===== src/rtl/cla_pkg.sv =====
// Shared definitions for the time-multiplexed wide adder.
// Provides the slice width, the sequencer state encoding and a
// ceiling-log2 helper used to size the byte index counter.
package cla_pkg;

  localparam int unsigned SLICE_W = 8;

  typedef enum logic [1:0] {
    IDLE = 2'd0,
    RUN  = 2'd1,
    DONE = 2'd2
  } state_t;

  // Ceiling log2 with a floor of 1 so a single-slice build still gets a
  // one-bit index register.
  function automatic int unsigned clog2(input int unsigned n);
    int unsigned r;
    r = 0;
    while ((32'd1 << r) < n) r++;
    if (r == 0) r = 1;
    return r;
  endfunction

endpackage


===== src/rtl/carrylookahead_adder_8bit.sv =====
// 8-bit carry-lookahead adder, purely combinational.
// Two 4-bit groups; the group carries come from group generate/propagate
// terms, the in-group carries are expanded from each group's carry-in.
// Ports:
//   a, b  : 8-bit operands
//   cin   : carry-in
//   sum   : 8-bit sum
//   cout  : carry-out of bit 7
module carrylookahead_adder_8bit (
  input  logic [7:0] a,
  input  logic [7:0] b,
  input  logic       cin,
  output logic [7:0] sum,
  output logic       cout
);

  logic [7:0] w_g;
  logic [7:0] w_p;
  logic [1:0] w_gg;
  logic [1:0] w_gp;
  logic [8:0] w_c;

  assign w_g = a & b;
  assign w_p = a ^ b;

  always_comb begin
    w_gg = '0;
    w_gp = '0;
    for (int unsigned k = 0; k < 2; k++) begin
      w_gg[k] = w_g[4*k];
      w_gp[k] = w_p[4*k];
      for (int unsigned j = 1; j < 4; j++) begin
        w_gg[k] = w_g[4*k+j] | (w_p[4*k+j] & w_gg[k]);
        w_gp[k] = w_gp[k] & w_p[4*k+j];
      end
    end
  end

  always_comb begin
    w_c    = '0;
    w_c[0] = cin;
    w_c[4] = w_gg[0] | (w_gp[0] & cin);
    w_c[8] = w_gg[1] | (w_gp[1] & w_gg[0]) | (w_gp[1] & w_gp[0] & cin);
    for (int unsigned i = 0; i < 8; i++) begin
      if ((i % 4) != 3) w_c[i+1] = w_g[i] | (w_p[i] & w_c[i]);
    end
  end

  assign sum  = w_p ^ w_c[7:0];
  assign cout = w_c[8];

endmodule


===== src/rtl/cla_seq_wide_adder.sv =====
// Wide (NBYTES x 8-bit) adder built by reusing one 8-bit CLA, one byte per
// clock, LSB byte first, with the carry registered between bytes.
// Ports:
//   clk, rst_n     : clock, synchronous active-low reset
//   start          : request, accepted when busy=0 (IDLE or DONE)
//   a, b, cin      : operands, latched on the accept edge
//   busy           : high in RUN
//   done           : one-cycle pulse when sum/cout/overflow are valid
//   sum            : W-bit result, held until overwritten by the next run
//   cout, overflow : carry-out and signed overflow, held until next done
module cla_seq_wide_adder
  import cla_pkg::*;
#(
  parameter int unsigned NBYTES = 4
) (
  input  logic                      clk,
  input  logic                      rst_n,
  input  logic                      start,
  input  logic [SLICE_W*NBYTES-1:0] a,
  input  logic [SLICE_W*NBYTES-1:0] b,
  input  logic                      cin,
  output logic                      busy,
  output logic                      done,
  output logic [SLICE_W*NBYTES-1:0] sum,
  output logic                      cout,
  output logic                      overflow
);

  localparam int unsigned W    = SLICE_W * NBYTES;
  localparam int unsigned IDXW = clog2(NBYTES);

  state_t            r_state;
  state_t            w_next;
  logic [IDXW-1:0]   r_idx;
  logic [W-1:0]      r_a;
  logic [W-1:0]      r_b;
  logic              r_carry;
  logic [W-1:0]      r_sum;
  logic              r_cout;
  logic              r_ovf;

  logic [SLICE_W-1:0] w_a_byte;
  logic [SLICE_W-1:0] w_b_byte;
  logic [SLICE_W-1:0] w_s_byte;
  logic               w_co;
  logic               w_last;

  assign w_a_byte = r_a[SLICE_W*r_idx +: SLICE_W];
  assign w_b_byte = r_b[SLICE_W*r_idx +: SLICE_W];
  assign w_last   = (r_idx == IDXW'(NBYTES-1));

  carrylookahead_adder_8bit u_cla (
    .a    (w_a_byte),
    .b    (w_b_byte),
    .cin  (r_carry),
    .sum  (w_s_byte),
    .cout (w_co)
  );

  always_ff @(posedge clk) begin
    if (!rst_n) r_state <= IDLE;
    else        r_state <= w_next;
  end

  always_comb begin
    w_next = r_state;
    busy   = 1'b0;
    done   = 1'b0;
    case (r_state)
      IDLE: if (start) w_next = RUN;
      RUN: begin
        busy = 1'b1;
        if (w_last) w_next = DONE;
      end
      DONE: begin
        done   = 1'b1;
        w_next = start ? RUN : IDLE;
      end
      default: w_next = IDLE;
    endcase
  end

  always_ff @(posedge clk) begin
    if (!rst_n) begin
      r_idx   <= '0;
      r_a     <= '0;
      r_b     <= '0;
      r_carry <= 1'b0;
      r_sum   <= '0;
      r_cout  <= 1'b0;
      r_ovf   <= 1'b0;
    end else begin
      case (r_state)
        IDLE, DONE: begin
          if (start) begin
            r_a     <= a;
            r_b     <= b;
            r_carry <= cin;
            r_idx   <= '0;
          end
        end
        RUN: begin
          r_sum[SLICE_W*r_idx +: SLICE_W] <= w_s_byte;
          r_carry                         <= w_co;
          if (w_last) begin
            // The MSB byte is being written this cycle, so its sign bit is
            // taken straight from the CLA rather than from r_sum.
            r_cout <= w_co;
            r_ovf  <= (r_a[W-1] == r_b[W-1]) && (w_s_byte[SLICE_W-1] != r_a[W-1]);
          end else begin
            r_idx <= r_idx + IDXW'(1);
          end
        end
        default: ;
      endcase
    end
  end

  assign sum      = r_sum;
  assign cout     = r_cout;
  assign overflow = r_ovf;

endmodule


===== config.mk =====
export PLATFORM = sky130hd
export DESIGN_NAME = cla_seq_wide_adder
export DESIGN_NICKNAME = d
export VERILOG_FILES = /design/src/rtl/cla_pkg.sv /design/src/rtl/carrylookahead_adder_8bit.sv /design/src/rtl/cla_seq_wide_adder.sv
export SDC_FILE = /design/constraint.sdc
export NUM_CORES = 1
export LEC_CHECK = 0
export BUFFER_PORTS_ARGS = -buffer_cell sky130_fd_sc_hd__buf_2
export CAP_MARGIN = 0
export CORE_ASPECT_RATIO = 0.7
export CORE_MARGIN = 2
export CORE_UTILIZATION = 35
export CTS_CLUSTER_SIZE = 20
export DETAILED_ROUTE_END_ITERATION = 8
export PLACE_DENSITY_LB_ADDON = 0.08
export SLEW_MARGIN = 20
export SYNTH_ARGS = -nofsm -noshare
export SYNTH_HDL_FRONTEND = slang
export SYNTH_HIERARCHICAL = 1
export SYNTH_SLANG_ARGS = --single-unit

===== constraint.sdc =====
create_clock -name clk -period 4.37 [get_ports clk]
set_clock_uncertainty 0.05 [all_clocks]
set_input_delay 0.437 -clock clk [delete_from_list [all_inputs] [get_ports clk]]
set_output_delay 0.437 -clock clk [all_outputs]
set_load 0.01 [all_outputs]

==> impl_metrics.tcl, run 1 <==
set metrics [dict create \
    leakage_uw 0.002380 \
    synth_edf_count 0 \
    finalSetupTns_ns 0 \
    setup_violations 0 \
    finalWeightedCongestion 0.8183 \
    reg2reg_to "overflow" \
    grt.total_usage_pct 18.16 \
    cp-start-kind "flip-flop" \
    syn_area_mm2 0.004782 \
    max_slew.worst_pin.slew_ns 0.7383 \
    cts.clk_slew.worst_paths_ns 0.07 \
    synth_flop_cell "dfxtp_1" \
    critical_path_class "flip-flop to flip-flop" \
    syn_avg_cell_area_um2 9.232 \
    yosys_warnings 6 \
    routedWlPerCell_um 15.88 \
    firstDrtPassIters 4 \
    syn_nets 605 \
    slew-limit-headroom_pct 50.78 \
    synth_cell_types 39 \
    design.core.area_mm2 0.01327 \
    min_path_type "input port to flip-flop" \
    hpwl_mm 9.228 \
    area_delta_synth_final_pct 18.76 \
    drt_iter0_markers 196 \
    antenna_cells 0 \
    end_kind "flip-flop" \
    numCtsBuffers 9 \
    synth_seq_area_share_pct 43.12 \
    holdBufCountCts 0 \
    whs_ns 0.2679 \
    drive_gt1_share_pct 25.54 \
    nets 689 \
    cts_tree "done" \
    crit_required_ns 4.60 \
    antenna_found_initial 0 \
    ir_drop_uv 199.2 \
    finalHoldViolCount 0 \
    synthCells 518 \
    grt_pass1_vias 3760 \
    grt-ovfl-total 0 \
    period_minus_slack_ns 4.084 \
    fin_crit_sh_pct 93.47 \
    cap_violations 0 \
    reg2regPathDepth 12 \
    rows 35 \
    rsz0062_at_grt "no" \
    fill_cells 1368 \
    synth_seq_cells 103 \
    htree_levels 3 \
    drt_wl_total_mm 12.58 \
    die_area_mm2 0.01463 \
    hp-start "b[6]" \
    worst-endpoint-arrival_ns 4.31 \
    r2r-start "r_idx[0]" \
    ff2ff_setup_slack_ns 0.29 \
    place_ws_ns 0.3105 \
    status "completed" \
    max_freq_ghz 0.2448 \
    pin_count 104 \
    grt_first_pass_wirelength_mm 20.16 \
    dr_total_vias 3777 \
    power.density_mw_per_mm2 376.8 \
    endpoint "overflow" \
    crit_start "r_idx[0]" \
    clk_root_buffer_cell "clkbuf_16" \
    post_drt_via_cell_ratio 4.769 \
    grt_max_degree 68 \
    ant_nets 0 \
    cts_max_path_buffers 2 \
    die_h_um 101.8 \
    start_util_pct 36.04 \
    cts.repair.resized 0 \
    slew_viol_final 0 \
    synthArstFlopShare_pct 0 \
    worst_slack_ns 0.2856 \
    cts_setup_buffers 0 \
    die_x_um 143.7 \
    post-route-cell-area_mm2 0.005679 \
    cp_max_fo 15 \
    placed_area_mm2 0.005373 \
    clock_sinks 103 \
    drc 0 \
    clock_latency_ns 0.35 \
    port_buffers 103 \
]
## report_power, final
part | switching (uW) | internal (uW)
Clock | 382 | 452
Sequential | 31.5 | 981
Combinational | 172 | 122
## routing by layer
layer	vias to the layer above	track usage, %	wire, um
met5	-	0	0
met4	0	4.072	111
met3	10	4.350	631
met2	82	26.19	5070
met1	1757	27.40	6761
li1	1928	-	-
## worst min path at each step
stage,endpoint,slack [ns],depth (start not counted)
floorplan,r_b[16],0.38,2
global placement,sum[11],0.39,2
detailed placement,sum[11],0.39,2
CTS,r_b[7],0.26,3
global route,r_b[7],0.27,3
finish,r_b[6],0.27,3
## Yosys cell counts, drive strengths merged, types with 5 or more instances
cell type,number,area share (%)
nand4,7,0.92
a21oi,5,0.68
nand3b,7,1.4
ha,13,3.4
nand3,22,2.5
mux4,16,7.5
a21boi,81,13
nand2,171,13
clkbuf,13,1.1
inv,8,0.63
fa,6,2.5
dfxtp,103,43
buf,23,3.4
o21ai,12,1.7
o22ai,9,1.2
## cells by family after synthesis
family          Yosys count  share of synthesized area, %
fa+ha+maj                19                         5.913
compound gates          110                         16.80
flops                   103                         43.12
buf+inv                  44                         5.128
mux                      16                         7.535
xor+xnor                  2                        0.3664
simple gates            224                         21.14
## cell type report
| cell class | instances | area, um^2 | area share [%] |
|---|---|---|---|
| Multi-Input combinational cell | 371 | 2477 | 43.62 |
| Sequential cell | 103 | 2062 | 36.31 |
| Timing Repair Buffer | 109 | 573.1 | 10.09 |
| Tap cell | 185 | 231.5 | 4.076 |
| Clock buffer | 9 | 225.2 | 3.966 |
| Clock inverter | 7 | 80.08 | 1.410 |
| Inverter | 8 | 30.03 | 0.5288 |
## through the flow
stage / utilization, % / std cells / total power (uW)
CTS: 42.79 / 792 / 2166
detailed placement: 40.49 / 776 / 1330
global route: 42.80 / 792 / 2241
floorplan: - / 518 / 1226
finish: 42.80 / 792 / 2140
global placement: 40.49 / 776 / 1324
## cell usage in the layout, fill, tap and decap left out, types with 7 or more instances in the layout
cell type,synthesis,routed
nand4_1,7,7
nand2_1,171,171
nand3_1,20,20
buf_2,11,103
dfxtp_1,103,103
o22ai_1,9,9
a21boi_0,38,38
clkbuf_16,0,9
ha_1,13,13
a21boi_1,43,43
inv_1,8,8
mux4_2,16,16
## worst max-delay path, cell delays in order (launching register included)
cell and delay [ns]:
dfxtp_1 0.50, buf_12 0.22, mux4_2 0.58, ha_1 0.33
a21o_1 0.19, a21oi_2 0.14, o21ai_2 0.08, fa_1 0.37
fa_1 0.39, fa_1 0.39, xor2_1 0.47, a21oi_1 0.13
a21oi_1 0.18
## sequential cells by signal, summed over array words and instances (netlist names)
signal / count
r_a: 32
sum: 32
overflow: 1
r_idx: 2
r_carry: 1
cout: 1
r_b: 32
r_state: 2
Power figures use the tool's default switching activity.
==> inputs of run 2 (changes only) <==
--- a/config.mk
+++ b/config.mk
@@ -9,7 +9,7 @@
 export CAP_MARGIN = 0
 export CORE_ASPECT_RATIO = 0.7
 export CORE_MARGIN = 2
-export CORE_UTILIZATION = 35
+export CORE_UTILIZATION = 40
 export CTS_CLUSTER_SIZE = 20
 export DETAILED_ROUTE_END_ITERATION = 8
 export PLACE_DENSITY_LB_ADDON = 0.08
==> impl_metrics.tcl, run 2 (synthesis results as in run 1) <==
set metrics [dict create \
    regArea_mm2 0.002062 \
    dr_total_vias 3815 \
    power.density_mw_per_mm2 382.2 \
    hpwl_mm 8.915 \
    r2r-start "r_idx[0]" \
    end_kind "flip-flop" \
    finalHoldViolCount 0 \
    drc 0 \
    multi_input_area_mm2 0.002477 \
    port_buffers 103 \
    min_to "r_b[20]" \
    leakage_uw 0.002382 \
    cts_setup_buffers 0 \
    die_h_um 95.48 \
    whs_path_depth 3 \
    slew-limit-headroom_pct 28.54 \
    ant_nets 0 \
    ir_drop_uv 188.6 \
    period_minus_slack_ns 4.112 \
    grt_max_degree 68 \
    antenna_found_initial 0 \
    hp-start "b[20]" \
    routedWlPerCell_um 16.17 \
    status "completed" \
    htree_levels 3 \
    finalWeightedCongestion 0.8025 \
    swShare_pct 26.52 \
    placed_area_mm2 0.005318 \
    place_ws_ns 0.2575 \
    cts.clk_slew.worst_paths_ns 0.07 \
    worst_slack_ns 0.2576 \
    crit_required_ns 4.60 \
    holdBufCountCts 0 \
    p_switching_uw 571.2 \
    cap_violations 0 \
    combPwrFrac_pct 13.6 \
    layout_common_cells "nand2_1, dfxtp_1, buf_2" \
    cts.repair.resized 0 \
    fin_crit_sh_pct 94.11 \
    finalSetupTns_ns 0 \
    design.core.area_mm2 0.01169 \
    drive_gt1_share_pct 25.41 \
    max_freq_ghz 0.2432 \
    grt-ovfl-total 0 \
    post-route-cell-area_mm2 0.005635 \
    drt_wl_total_mm 12.34 \
    firstDrtPassIters 4 \
    path_cells "buf_4 -> mux4_2 -> ha_1 -> a21o_1 -> a21oi_2 -> o21ai_2 -> fa_1 -> fa_1 -> fa_1 -> xor2_1 -> nand2_1 -> o21ai_1" \
    pin_count 104 \
    die_area_mm2 0.01286 \
    clk_root_buffer_cell "clkbuf_16" \
    start_util_pct 40.93 \
    drt_iter0_markers 211 \
    die_x_um 134.7 \
    nets 688 \
    fin_cells 763 \
    post_drt_via_cell_ratio 5.000 \
    grt.total_usage_pct 19.94 \
    ff2ff_setup_slack_ns 0.26 \
    rsz0062_at_grt "no" \
    grt_first_pass_wirelength_mm 19.61 \
    internal_power_uw 1583 \
    cts_tree "done" \
    antenna_cells 0 \
    grt_pass1_vias 3683 \
    setup_violations 0 \
    cp_max_fo 9 \
    fill_cells 1148 \
    cp_slowest_stage_delay_ns 0.57 \
    rows 33 \
    cp-start-kind "flip-flop" \
    whs_ns 0.2747 \
    place_inst 747 \
    slew_viol_final 0 \
    clock_sinks 103 \
    max_slew.worst_pin.slew_ns 1.072 \
    crit_top_cell "fa_1" \
    critical_path_class "flip-flop to flip-flop" \
    cp_slowest_cell "dfxtp_1" \
    cts_max_path_buffers 2 \
    reg2reg_to "sum[15]" \
    numCtsBuffers 9 \
    final_common_cell "nand2_1" \
    reg2regPathDepth 12 \
    area_delta_synth_final_pct 17.84 \
    min_path_type "input port to flip-flop" \
    clock_latency_ns 0.34 \
    p_clk_share_pct 39.4 \
    worst-endpoint-arrival_ns 4.34 \
    seqPwrFrac_pct 47.0 \
]
-- run 2: final cells by class --
cell class / count / share of cell area [%]
clock buffer: 11 / 4.485
clock inverter: 5 / 1.132
inverter: 8 / 0.5329
multi-input combinational: 371 / 43.96
sequential: 103 / 36.59
tap: 157 / 3.486
timing repair buffer: 108 / 9.814
-- run 2: per-stage QoR --
step	total power [uW]	utilization (%)
global route	2251	48.23
global placement	1321	45.51
finish	2154	48.23
detailed placement	1329	45.51
CTS	2179	48.22
floorplan	1226	-
-- run 2: how the worst max path moves through the flow --
stage | startpoint | end | slack [ns] | depth (start not counted)
3_3_place_gp | r_idx[0] | sum[15] | 0.40 | 12
6_report | r_idx[0] | sum[15] | 0.26 | 12
5_1_grt | r_idx[0] | sum[15] | 0.001 | 12
4_1_cts | r_idx[0] | sum[15] | 0.25 | 12
2_1_floorplan | r_idx[0] | overflow | 0.77 | 12
3_5_place_dp | r_idx[0] | sum[15] | 0.26 | 12
-- run 2: power groups by stage --
stage	clock network [uW]	registers (uW)	logic [uW]
2_1_floorplan	0	1020	206
3_3_place_gp	0	1040	285
3_5_place_dp	0	1030	294
4_1_cts	871	1010	296
5_1_grt	908	1020	324
6_report	848	1010	293
-- run 2: routing by layer --
metal / vias up / track usage (%) / routed length [um] / part of all wire [%]
met4: 0 / 5.351 / 144 / 1.2
met2: 94 / 28.81 / 5055 / 41
li1: 1929 / - / - / -
met1: 1782 / 29.25 / 6479 / 53
met3: 10 / 5.263 / 659 / 5.3
met5: - / 0 / 0 / 0
-- run 2: critical path: cells and delay by family, from the launching register on --
kind | cells | cell delay (ns)
buffers and inverters | 1 | 0.29
AOI/OAI and AO/OA | 4 | 0.57
DFF | 1 | 0.57
and+or+nand+nor | 1 | 0.18
muxes | 1 | 0.57
xor gates and xnor gates | 1 | 0.44
adders and majority gates | 4 | 1.38
==> inputs of run 3 (changes only) <==
--- a/config.mk
+++ b/config.mk
@@ -5,6 +5,7 @@
 export SDC_FILE = /design/constraint.sdc
 export NUM_CORES = 1
 export LEC_CHECK = 0
+export ABC_AREA = 1
 export BUFFER_PORTS_ARGS = -buffer_cell sky130_fd_sc_hd__buf_2
 export CAP_MARGIN = 0
 export CORE_ASPECT_RATIO = 0.7
==> impl_metrics.tcl, run 3 <==
set metrics [dict create \
    area_delta_synth_final_pct 17.08 \
    syn_nets 729 \
    synthTopCellsByCount "nor2_1, dfxtp_1, o21ai_0" \
    whs_ns 0.2753 \
    cp_max_fo 32 \
    crit_top_cell "nor2_1" \
    grt_first_pass_wirelength_mm 21.48 \
    dr_total_vias 4468 \
    drc 0 \
    firstDrtPassIters 5 \
    yosys_warnings 6 \
    power.density_mw_per_mm2 414.6 \
    syn_area_mm2 0.004740 \
    fin_crit_sh_pct 88.88 \
    fin_cells 883 \
    yosys.area.top_type "dfxtp_1" \
    port_buffers 103 \
    cts.clk_slew.worst_paths_ns 0.07 \
    worst-endpoint-arrival_ns 4.12 \
    clk_root_buffer_cell "clkbuf_16" \
    cp_slowest_cell "inv_2" \
    crit_required_ns 4.61 \
    syn_avg_cell_area_um2 7.382 \
    swShare_pct 30.39 \
    cp-start-kind "flip-flop" \
    die_area_mm2 0.01275 \
    grt.total_usage_pct 21.67 \
    clock_latency_ns 0.35 \
    cp_slowest_stage_delay_ns 0.40 \
    ir_drop_uv 233.5 \
    synth_seq_cells 103 \
    cts.repair.resized 0 \
    cts_tree "done" \
    yosysMostFrequentCell "nor2_1" \
    rows 33 \
    cts_setup_buffers 0 \
    p_switching_uw 699.3 \
    status "completed" \
    placed_area_mm2 0.005263 \
    max_freq_ghz 0.2575 \
    synth_edf_count 0 \
    clock_sinks 103 \
    internal_power_uw 1601 \
    drt_wl_total_mm 13.33 \
    pin_count 104 \
    path_cells "inv_2 -> buf_4 -> o21ai_0 -> o22ai_1 -> ha_1 -> nand2_1 -> nor2_1 -> nand2_1 -> nand3_2 -> fa_1 -> fa_1 -> fa_1 -> xor2_1 -> nand3_1 -> nor2_1 -> nor2_1 -> nor2_1" \
    synth_top_area_share_pct 43.51 \
    slew_viol_final 0 \
    p_clk_share_pct 34.3 \
    critical_path_class "flip-flop to flip-flop" \
    seqPwrFrac_pct 45.4 \
    cap_violations 0 \
    place_inst 868 \
    fill_cells 1243 \
    synth_cell_types 32 \
    leakage_uw 0.002486 \
    drt_iter0_markers 328 \
    synthCells 642 \
    numCtsBuffers 9 \
    start_util_pct 40.70 \
    grt-ovfl-total 0 \
    max_slew.worst_pin.slew_ns 1.016 \
    post_drt_via_cell_ratio 5.060 \
    ff2ff_setup_slack_ns 0.49 \
    layout_common_cells "nor2_1, dfxtp_1, buf_2" \
    period_minus_slack_ns 3.884 \
    finalWeightedCongestion 0.8674 \
    slew-limit-headroom_pct 32.18 \
    combPwrFrac_pct 20.3 \
    post-route-cell-area_mm2 0.005549 \
    die_x_um 134.1 \
    hpwl_mm 9.871 \
    routedWlPerCell_um 15.10 \
    grt_pass1_vias 4289 \
    finalHoldViolCount 0 \
    ant_nets 0 \
    final_common_cell "nor2_1" \
    die_h_um 95.07 \
    end_kind "flip-flop" \
    htree_levels 3 \
    grt_max_degree 71 \
    cts_max_path_buffers 2 \
    finalSetupTns_ns 0 \
    rsz0062_at_grt "no" \
    setup_violations 0 \
    drive_gt1_share_pct 19.15 \
    synth_seq_area_share_pct 43.51 \
    final_util_pct 47.66 \
    antenna_found_initial 0 \
    holdBufCountCts 0 \
    min_path_type "input port to flip-flop" \
    design.core.area_mm2 0.01164 \
    yosys-top-cells-area "dfxtp_1, nor2_1, o21ai_0, nand2_1, a21oi_1" \
    antenna_cells 0 \
    synthArstFlopShare_pct 0 \
    synth_flop_cell "dfxtp_1" \
    nets 809 \
]
==> run 3: critical path: cells and delay by family (launching register included) <==
family | cells | cell delay (ns)
adder cells (fa/ha/maj) | 4 | 1.44
buffers and inverters | 2 | 0.68
AND/OR/NAND/NOR | 8 | 0.64
XOR/XNOR | 1 | 0.38
flip-flops | 1 | 0.32
AO/OA/AOI/OAI | 2 | 0.31
==> run 3: power groups by stage <==
stage                     registers, uW  clock network (uW)  logic [uW]
final                              1040                 790         467
after global routing               1050                 846         529
after CTS                          1040                 810         463
after detailed placement           1060                   0         460
after global placement             1070                   0         451
after floorplan                    1050                   0         332
==> run 3: metrics by stage <==
| step | setup slack [ns] | total power, uW |
|---|---|---|
| final | 0.4859 | 2301 |
| after global routing | 0.1463 | 2425 |
| after global placement | 0.6656 | 1516 |
| after CTS | 0.4847 | 2316 |
| after floorplan | 0.9632 | 1379 |
| after detailed placement | 0.5206 | 1525 |
==> run 3: cell type report <==
type,instances,area (um^2),area share (%)
Multi-Input combinational cell,465,2316,41.74
Sequential cell,103,2062,37.16
Timing Repair Buffer,107,545.5,9.831
Clock buffer,9,225.2,4.059
Tap cell,157,196.4,3.540
Inverter,36,142.6,2.570
Clock inverter,6,61.31,1.105
==> run 3: layer usage <==
layer  track usage, %  vias up  wire [um]
li1                 -     2262          -
met1            32.73     2053       7197
met2            30.30      141       5116
met3            5.476       12        871
met4            5.965        0        146
met5                0        -          0
==> run 3: cells by family (layout without fill, tap and decap cells) <==
logic type,Yosys count,after routing,share of synthesized area (%)
and+or+nand+nor,290,290,25.74
AOI/OAI and AO/OA,154,154,16.79
DFF,103,103,43.51
buffers and inverters,74,158,7.629
adders and majority gates,19,19,5.966
xor gates and xnor gates,2,2,0.3697
==> run 3: final timing paths <==
check | endpoint | startpoint | depth (start not counted)
min | r_b[5] | b[5] | 3
max | sum[23] | r_idx[0] | 17
max reg2reg | sum[23] | r_idx[0] | 17
min reg2reg | sum[8] | sum[8] | 2
